### config.mk
export PLATFORM = sky130hd
export DESIGN_NAME = cla_addsub_pipe
export DESIGN_NICKNAME = d
export VERILOG_FILES = /design/src/rtl/cla_addsub_pipe.sv
export SDC_FILE = /design/constraint.sdc
export NUM_CORES = 1
export LEC_CHECK = 0
export CORE_AREA = 3 3 76 78
export CTS_BUF_LIST = sky130_fd_sc_hd__clkbuf_16
export CTS_CLUSTER_SIZE = 40
export DETAILED_ROUTE_END_ITERATION = 10
export DIE_AREA = 0 0 79 81
export GPL_ROUTABILITY_DRIVEN = 0
export MAX_ROUTING_LAYER = met4
export PLACE_DENSITY = 0.88
export SETUP_SLACK_MARGIN = 0.1
export SYNTH_ARGS = -nofsm -noshare
export SYNTH_HDL_FRONTEND = slang
export SYNTH_SLANG_ARGS = --single-unit
### constraint.sdc
create_clock -name clk -period 2.5 [get_ports clk]
set_input_delay 0.5 -clock clk [delete_from_list [all_inputs] [get_ports clk]]
set_output_delay 0.5 -clock clk [all_outputs]
set_load 0.02 [all_outputs]
### src/rtl/cla_addsub_pipe.sv
// cla_addsub_pipe
// Two-stage pipelined carry-lookahead adder/subtractor with N/Z/V/C flags
// and a valid/ready streaming interface with full backpressure.
//
// The datapath is built from 4-bit lookahead groups. A second lookahead level
// combines the groups inside each half. The carry chain is split at WIDTH/2:
// - stage 1 adds the lower half and registers the carry out of bit WIDTH/2-1;
// - stage 2 adds the upper half from that registered carry.
//
// Parameters:
//   WIDTH      operand/result width (multiple of 8, minimum 8), default 16
//
// Ports:
//   clk        system clock, rising edge
//   rst_n      asynchronous active-low reset
//   in_valid   operand beat offered
//   in_ready   block accepts beat this cycle
//   a, b       operands (two's complement)
//   op         00 ADD, 01 SUB, 10 ADDS (saturating), 11 SUBS (saturating)
//   out_valid  result beat offered
//   out_ready  consumer accepts result
//   sum        result
//   flags      {N, Z, V, C}
//
// Build option:
//   CLA_SAT_EN  when defined, ADDS/SUBS clamp to the signed range on overflow.
//               When undefined, the saturation mux is not built, ADDS acts
//               as ADD and SUBS acts as SUB.
//
// Handshake: a beat moves on either side only when valid && ready are both
// high at the rising edge. The valid signals never depend on the ready
// signals. in_ready depends combinationally on out_ready and does not depend
// on in_valid.
module cla_addsub_pipe #(
  parameter int WIDTH = 16
) (
  input  logic             clk,
  input  logic             rst_n,
  input  logic             in_valid,
  output logic             in_ready,
  input  logic [WIDTH-1:0] a,
  input  logic [WIDTH-1:0] b,
  input  logic [1:0]       op,
  output logic             out_valid,
  input  logic             out_ready,
  output logic [WIDTH-1:0] sum,
  output logic [3:0]       flags
);

  localparam int HW = WIDTH / 2;  // bits per half
  localparam int NG = HW / 4;     // 4-bit groups per half

  // One half-width lookahead adder. It returns {carry_out, sum}.
  // Group carries are written in sum-of-products form over the group
  // generate/propagate terms, so no carry ripples from group to group.
  function automatic logic [HW:0] cla_half(input logic [HW-1:0] x,
                                           input logic [HW-1:0] y,
                                           input logic          cin);
    logic [HW-1:0] p;
    logic [HW-1:0] g;
    logic [HW-1:0] s;
    logic [NG-1:0] gp;
    logic [NG-1:0] gg;
    logic [NG:0]   gc;
    logic          term;
    logic          c;
    int            base;
    int            t;
    p = x ^ y;
    g = x & y;
    for (int j = 0; j < NG; j++) begin
      gp[j] = &p[4*j +: 4];
      gg[j] = g[4*j+3]
            | (p[4*j+3] & g[4*j+2])
            | (p[4*j+3] & p[4*j+2] & g[4*j+1])
            | (p[4*j+3] & p[4*j+2] & p[4*j+1] & g[4*j]);
    end
    // Second lookahead level: carry into group j.
    gc[0] = cin;
    for (int j = 1; j <= NG; j++) begin
      term = cin;
      for (int m = 0; m < j; m++) term = term & gp[m];
      c = term;
      for (int k = 0; k < j; k++) begin
        term = gg[k];
        for (int m = k + 1; m < j; m++) term = term & gp[m];
        c = c | term;
      end
      gc[j] = c;
    end
    // First level: carry into each bit, formed from its own group carry-in.
    for (int i = 0; i < HW; i++) begin
      base = (i / 4) * 4;
      t    = i % 4;
      term = gc[i/4];
      for (int m = 0; m < t; m++) term = term & p[base+m];
      c = term;
      for (int k = 0; k < t; k++) begin
        term = g[base+k];
        for (int m = k + 1; m < t; m++) term = term & p[base+m];
        c = c | term;
      end
      s[i] = p[i] ^ c;
    end
    return {gc[NG], s};
  endfunction

  // ---------------- handshake ----------------
  logic adv1;
  logic adv2;
  logic s1_valid;

  assign adv2     = !out_valid || out_ready;
  assign adv1     = !s1_valid || adv2;
  assign in_ready = adv1;

  // ---------------- stage 1 ----------------
  logic [WIDTH-1:0] b_eff;
  logic [HW:0]      lo_res;

  // For subtraction, invert B and use a carry-in of 1 (two's complement).
  assign b_eff  = op[0] ? ~b : b;
  assign lo_res = cla_half(a[HW-1:0], b_eff[HW-1:0], op[0]);

  logic [HW-1:0] s1_lo_sum;
  logic          s1_carry;
  logic [HW-1:0] s1_a_hi;
  logic [HW-1:0] s1_b_hi;
  logic [1:0]    s1_op;

  always_ff @(posedge clk or negedge rst_n) begin
    if (!rst_n) begin
      s1_valid  <= 1'b0;
      s1_lo_sum <= '0;
      s1_carry  <= 1'b0;
      s1_a_hi   <= '0;
      s1_b_hi   <= '0;
      s1_op     <= 2'b00;
    end else if (adv1) begin
      s1_valid <= in_valid;
      if (in_valid) begin
        s1_lo_sum <= lo_res[HW-1:0];
        s1_carry  <= lo_res[HW];
        s1_a_hi   <= a[WIDTH-1:HW];
        s1_b_hi   <= b_eff[WIDTH-1:HW];
        s1_op     <= op;
      end
    end
  end

  // ---------------- stage 2 ----------------
  logic [HW:0]      hi_res;
  logic [WIDTH-1:0] raw;
  logic             raw_c;
  logic             raw_v;
  logic             a_msb;
  logic [WIDTH-1:0] fin;

  assign hi_res = cla_half(s1_a_hi, s1_b_hi, s1_carry);
  assign raw    = {hi_res[HW-1:0], s1_lo_sum};
  assign raw_c  = hi_res[HW];
  assign a_msb  = s1_a_hi[HW-1];
  // Signed overflow: operands with the same sign give a result of the other sign.
  assign raw_v  = (a_msb == s1_b_hi[HW-1]) && (raw[WIDTH-1] != a_msb);

`ifdef CLA_SAT_EN
  logic unused_op;
  assign unused_op = s1_op[0];

  // Clamp toward the sign of A. Only the saturating ops do this.
  always_comb begin
    fin = raw;
    if (s1_op[1] && raw_v) begin
      fin = a_msb ? {1'b1, {(WIDTH-1){1'b0}}} : {1'b0, {(WIDTH-1){1'b1}}};
    end
  end
`else
  logic unused_op;
  assign unused_op = ^s1_op;
  assign fin = raw;
`endif

  always_ff @(posedge clk or negedge rst_n) begin
    if (!rst_n) begin
      out_valid <= 1'b0;
      sum       <= '0;
      flags     <= 4'b0000;
    end else if (adv2) begin
      out_valid <= s1_valid;
      if (s1_valid) begin
        sum <= fin;
        // N and Z follow the final sum. V and C follow the raw result.
        flags <= {fin[WIDTH-1], (fin == '0), raw_v, raw_c};
      end
    end
  end

endmodule
### Yosys cells after proc, flatten, opt, wreduce, memory -nomap -nowiden

Index checks and enable logic that the tools add are counted.

* mux-type cells: 1
* reduce and logical (&&, ||, !) cells: 12
* bitwise logic cells: 113
* eq/ne operators: 2

Operators by type and width (number)
* bitwise AND 1 bit: 50
* bitwise OR 1 bit: 42
* bitwise AND 8 bit: 2
* zero test 16 bit: 1
* two-way mux 16 bit: 1
* inverter 16 bit: 1
* AND reduction 4 bit: 4
* XOR 1 bit: 16
* XOR 8 bit: 2
* AND reduction 2 bit: 2
* zero test 1 bit: 2
* logical OR 1 bit: 2
* == test 1 bit: 1
* logical AND 1 bit: 1
* inequality test 1 bit: 1

* register bits: 47
* input port bits: 38
* output and inout port bits: 22
* word-level logic and storage cells: 136

### Longest topological paths before layout

Gate-level depths: netlist (run 1).

* word-level depth: 15
* depth in mapped cells: 13
* depth with buffers taken out: 11

### Worst setup path before layout (run 1)

Ideal clock, no wire load.

* path kind: input -> register
* start: input op[0]
* end: register s1_lo_sum[7]
* path slack: -0.215 ns
* stages on the path: 13
* required time: 2.375 ns
* library setup time: 0.125 ns
* arrival: 2.589 ns
* path buffers: 2
* path through: buf_6 > buf_4 > xor2_1 > ha_1 > a21o_1 > a21oi_1 > o21a_1 > inv_1 > ha_1 > o21a_1 > o21ai_0 > nor3b_1 > o31ai_1

* cells in the longest elaborated chain, start to end: 14
* elaborated cells between the ends (all ways): 24
* those cells by class: 1 x mux; 22 x bitwise; 1 x reduce/logical

Ends and longest elaborated chain
* from (decl): line 43 `input logic [1:0] op,`
* two-way mux 16 bit: line 122 `assign b_eff = op[0] ? ~b : b;`
* XOR 8 bit or bitwise AND 8 bit (tied branches): line 69, 70
* bitwise AND 1 bit, on equally long branches: line 74, 75, 76
* bitwise OR 1 bit (tied with other cells): line 74 `| (p[4*j+3] & g[4*j+2])`
* bitwise OR 1 bit or bitwise AND 1 bit (tied branches): line 75, 76
* bitwise OR 1 bit: line 76 `| (p[4*j+3] & p[4*j+2] & p[4*j+1] & g[4*j]);`
* bitwise OR 1 bit: line 87 `c = c | term;`
* bitwise AND 1 bit (3 in a row): line 96 `for (int m = 0; m < t; m++) term = term & p[base+m];`
* bitwise OR 1 bit (3 in a row): line 101 `c = c | term;`
* XOR 1 bit *: line 103 `s[i] = p[i] ^ c;`
* to (signal assigned): line 142 `s1_lo_sum <= lo_res[HW-1:0];`
* to (decl): line 125 `logic [HW-1:0] s1_lo_sum;`

Every way passes the cells marked *; elsewhere a longest branch is shown, timed or not.
A chain may end at the register's enable or synchronous reset.

### Worst setup path after layout (run 1)

* start: register s1_a_hi[1]
* end: register flags[2]

* elaborated cells between the ends (all ways): 37
* those cells by class: 35 x bitwise; 2 x reduce/logical

RTL lines
* from (decl): line 127 `logic [HW-1:0] s1_a_hi;`
* from (signal assigned): line 144 `s1_a_hi <= a[WIDTH-1:HW];`
* bitwise AND 8 bit or XOR 8 bit (tied branches): line 70, 69
* bitwise AND 1 bit, on equally long branches: line 75, 76
* bitwise OR 1 bit or bitwise AND 1 bit (tied branches): line 75, 76
* bitwise OR 1 bit: line 76
* bitwise OR 1 bit *: line 87
* XOR 1 bit *: line 103
* net fin[12]: line 157 `logic [WIDTH-1:0] fin;`
* zero test 16 bit *: line 193 `flags <= {fin[WIDTH-1], (fin == '0), raw_v, raw_c};`
* to (signal assigned): line 193
* to (decl): line 47 `output logic [3:0] flags`

The timed path passes the listed nets; every way through them passes the cells marked *.

==> impl_metrics.json, run 1 <==
{
  "cp_max_fo": 4,
  "cts_root_buffer": "clkbuf_16",
  "dr_total_vias": 1982,
  "synth.net_count": 297,
  "cts-buffers-inserted": 5,
  "crit_arrival_ns": 2.50,
  "die_h_um": 81,
  "synthCells": 236,
  "clk_latency_ns": 0.29,
  "ios": 60,
  "fmax_ghz": 0.434,
  "setup.worst_path.start": "s1_a_hi[1]",
  "finalPower_uw": 3000,
  "synth.distinct_cells": 35,
  "ys_seq_area_frac": 0.444,
  "setup_viol": 0,
  "period_needed_ns": 2.31,
  "hpwlAfterDp_um": 4070,
  "async_reset_ff_frac": 1.00,
  "post-route-util": 0.704,
  "start_util": 0.504,
  "fin_crit_sh": 0.922,
  "rows": 26,
  "antenna_found_initial": 0,
  "firstDrtPassIters": 4,
  "syn_to_final_growth_pct": 39.7,
  "dp.cells": 370,
  "hold_class": "primary input to async pin",
  "cts_hold_buf": 0,
  "drt_wl_total_um": 5340,
  "ant_nets": 0,
  "grt_pass1_wl_um": 9070,
  "cap_violations": 0,
  "peakVddDrop_uv": 371,
  "grtUsageTotal": 0.186,
  "p_leak_uw": 0.00161,
  "stdcell_count": 383,
  "synth_ff_type": "dfrtp_1",
  "synth_edf_count": 0,
  "drive_gt1_frac": 0.217,
  "first_iter_violations": 65,
  "dieArea_um2": 6400,
  "worstSetupEndpointType": "flip-flop",
  "die_x_um": 79,
  "worst_slew_pin_slew_ns": 0.376,
  "ys_ff_latch": 46,
  "path_class": "flip-flop to flip-flop",
  "syn_area_per_cell_um2": 11.0,
  "grt_setup_unrepaired": "true",
  "final_common_cell": "clkdlybuf4s50_1",
  "nNetsFinal": 373,
  "final_cell_mix": "clkdlybuf4s50_1, dfrtp_1, nand2_1, mux2_2, buf_4",
  "rr_startpoint": "s1_a_hi[1]",
  "syn_area_um2": 2590,
  "cts_tree": "yes",
  "antenna_cells": 0,
  "worst_slack_ns": 0.194,
  "cp-start-kind": "flip-flop",
  "cts_sinks": 46,
  "fillCellCount": 389,
  "clockBufferDepth": 2,
  "p_per_area_nw_per_um2": 828,
  "hold_viol_final": 0,
  "coreArea_um2": 5140,
  "yosysWarnings": 0,
  "htree_num_levels": 2,
  "status": "completed",
  "remaining_drc_errors": 0,
  "grt_pass1_vias": 2106,
  "slew_headroom": 0.743,
  "wire_per_inst_um": 13.9,
  "clock_skew_ns": 0.00688,
  "place_ws_ns": -0.375,
  "via_per_inst": 5.17,
  "grt_overflow": 0,
  "slew_viol_final": 0,
  "grt_max_degree": 42,
  "portBuffers": 58,
  "path_clk_slew_ns": 0.06,
  "cp.required_ns": 2.69
}
## flip-flops by register name, summed over array words and instances, names as in the netlist
| register | count |
|---|---|
| sum | 16 |
| s1_a_hi | 8 |
| s1_b_hi | 8 |
| s1_lo_sum | 8 |
| flags | 3 |
| out_valid | 1 |
| s1_carry | 1 |
| s1_valid | 1 |
## cells by family (layout without fill, tap and decap cells)
logic type      after synthesis  count (layout)  synth area share
buf+inv                      18              95            0.0382
mux                          22              22            0.0947
xor+xnor                     23              23            0.0778
simple gates                 54              54             0.104
fa+ha+maj                    23              23             0.120
flops                        46              46             0.444
compound gates               50              50             0.121
## critical path, cell delays in order (launching register included)
cell       delay [ns]
dfrtp_1          0.41
ha_4             0.30
nand2_1          0.07
o21ai_2          0.15
o21ai_1          0.07
nand2b_1         0.12
fa_2             0.46
nor2_1           0.11
nand4_1          0.10
nand4bb_1        0.23
o31ai_2          0.19
## what timing repair did
action                                  4_1_cts  5_1_grt
endpoints found under the setup margin        4        4
hold endpoints to repair                      0        0
gates cloned                                  0        0
gates resized for setup                      10       19
buffers inserted                              2        3
pin swaps                                     9       20
## layer usage
| layer | wire [um] | track usage |
|---|---|---|
| met1 | 2210 | 0.203 |
| met2 | 2810 | 0.336 |
| met3 | 248 | 0.0466 |
| met4 | 75 | 0.0550 |
| met5 | 0 | - |
## synth_stat cells (2+ instances only)
| master | count | area [um^2] |
|---|---|---|
| inv_1 | 9 | 33.8 |
| buf_2 | 4 | 20.0 |
| ha_1 | 20 | 250 |
| o31ai_1 | 6 | 45.0 |
| nor2_1 | 4 | 15.0 |
| fa_1 | 3 | 60.1 |
| mux2_2 | 20 | 225 |
| a21o_1 | 2 | 15.0 |
| dfrtp_1 | 46 | 1150 |
| a21boi_0 | 3 | 22.5 |
| nand2b_1 | 3 | 18.8 |
| nand4_1 | 2 | 12.5 |
| a21oi_1 | 9 | 45.0 |
| o21a_1 | 5 | 37.5 |
| mux2i_1 | 2 | 20.0 |
| xor2_1 | 14 | 123 |
| nand2_1 | 29 | 109 |
| nor3_1 | 2 | 10.0 |
| buf_4 | 3 | 22.5 |
| o211ai_1 | 2 | 15.0 |
| o21ai_0 | 20 | 100 |
| xnor2_1 | 9 | 78.8 |
| buf_6 | 2 | 22.5 |
| nand3b_1 | 3 | 22.5 |
| nor3b_1 | 3 | 22.5 |
| o211ai_2 | 2 | 25.0 |
## metrics by stage
| step | hold slack [ns] | area [um^2] | setup TNS, ns |
|---|---|---|---|
| after floorplan | 0.204 | 2610 | -0.00293 |
| after global routing | 0.215 | 3620 | 0 |
| after CTS | 0.201 | 3520 | 0 |
| after detailed placement | 0.468 | 3330 | -1.07 |
| after global placement | 0.461 | 3330 | -0.809 |
| final | 0.195 | 3620 | 0 |
## worst paths after layout
check | slack [ns] | depth (start not counted) | endpoint
max | 0.19 | 10 | flags[2]
min | 0.19 | 2 | flags[0]
max reg2reg | 0.19 | 10 | flags[2]
min reg2reg | 0.48 | 2 | sum[8]
max in group asynchronous | 2.08 | 2 | sum[3]
min in group clk | 0.48 | 2 | sum[8]
## report_power, final
part	internal [uW]	total (uW)	switching, uW
combinational	668	1270	604
sequential	948	1090	144
clock	365	633	268
## layout make-up
type                    instances  area [um^2]  share of cell area
repair buffers                 78          757               0.209
well taps                      70         87.6              0.0242
flip-flops and latches         46         1150               0.318
inverters                       9         33.8             0.00934
multi-input cells             172         1450               0.400
clock inverters                 3         16.3             0.00450
clock buffers                   5          125              0.0346
No activity file was read; power rests on OpenSTA's default activity.
==> inputs of run 2 (changes only) <==
--- a/config.mk
+++ b/config.mk
@@ -7,7 +7,7 @@
 export LEC_CHECK = 0
 export CORE_AREA = 3 3 76 78
 export CTS_BUF_LIST = sky130_fd_sc_hd__clkbuf_16
-export CTS_CLUSTER_SIZE = 40
+export CTS_CLUSTER_SIZE = 30
 export DETAILED_ROUTE_END_ITERATION = 10
 export DIE_AREA = 0 0 79 81
 export GPL_ROUTABILITY_DRIVEN = 0
==> results of run 2 <==
The final DEF is identical to that of run 1; final timing and power are the same.
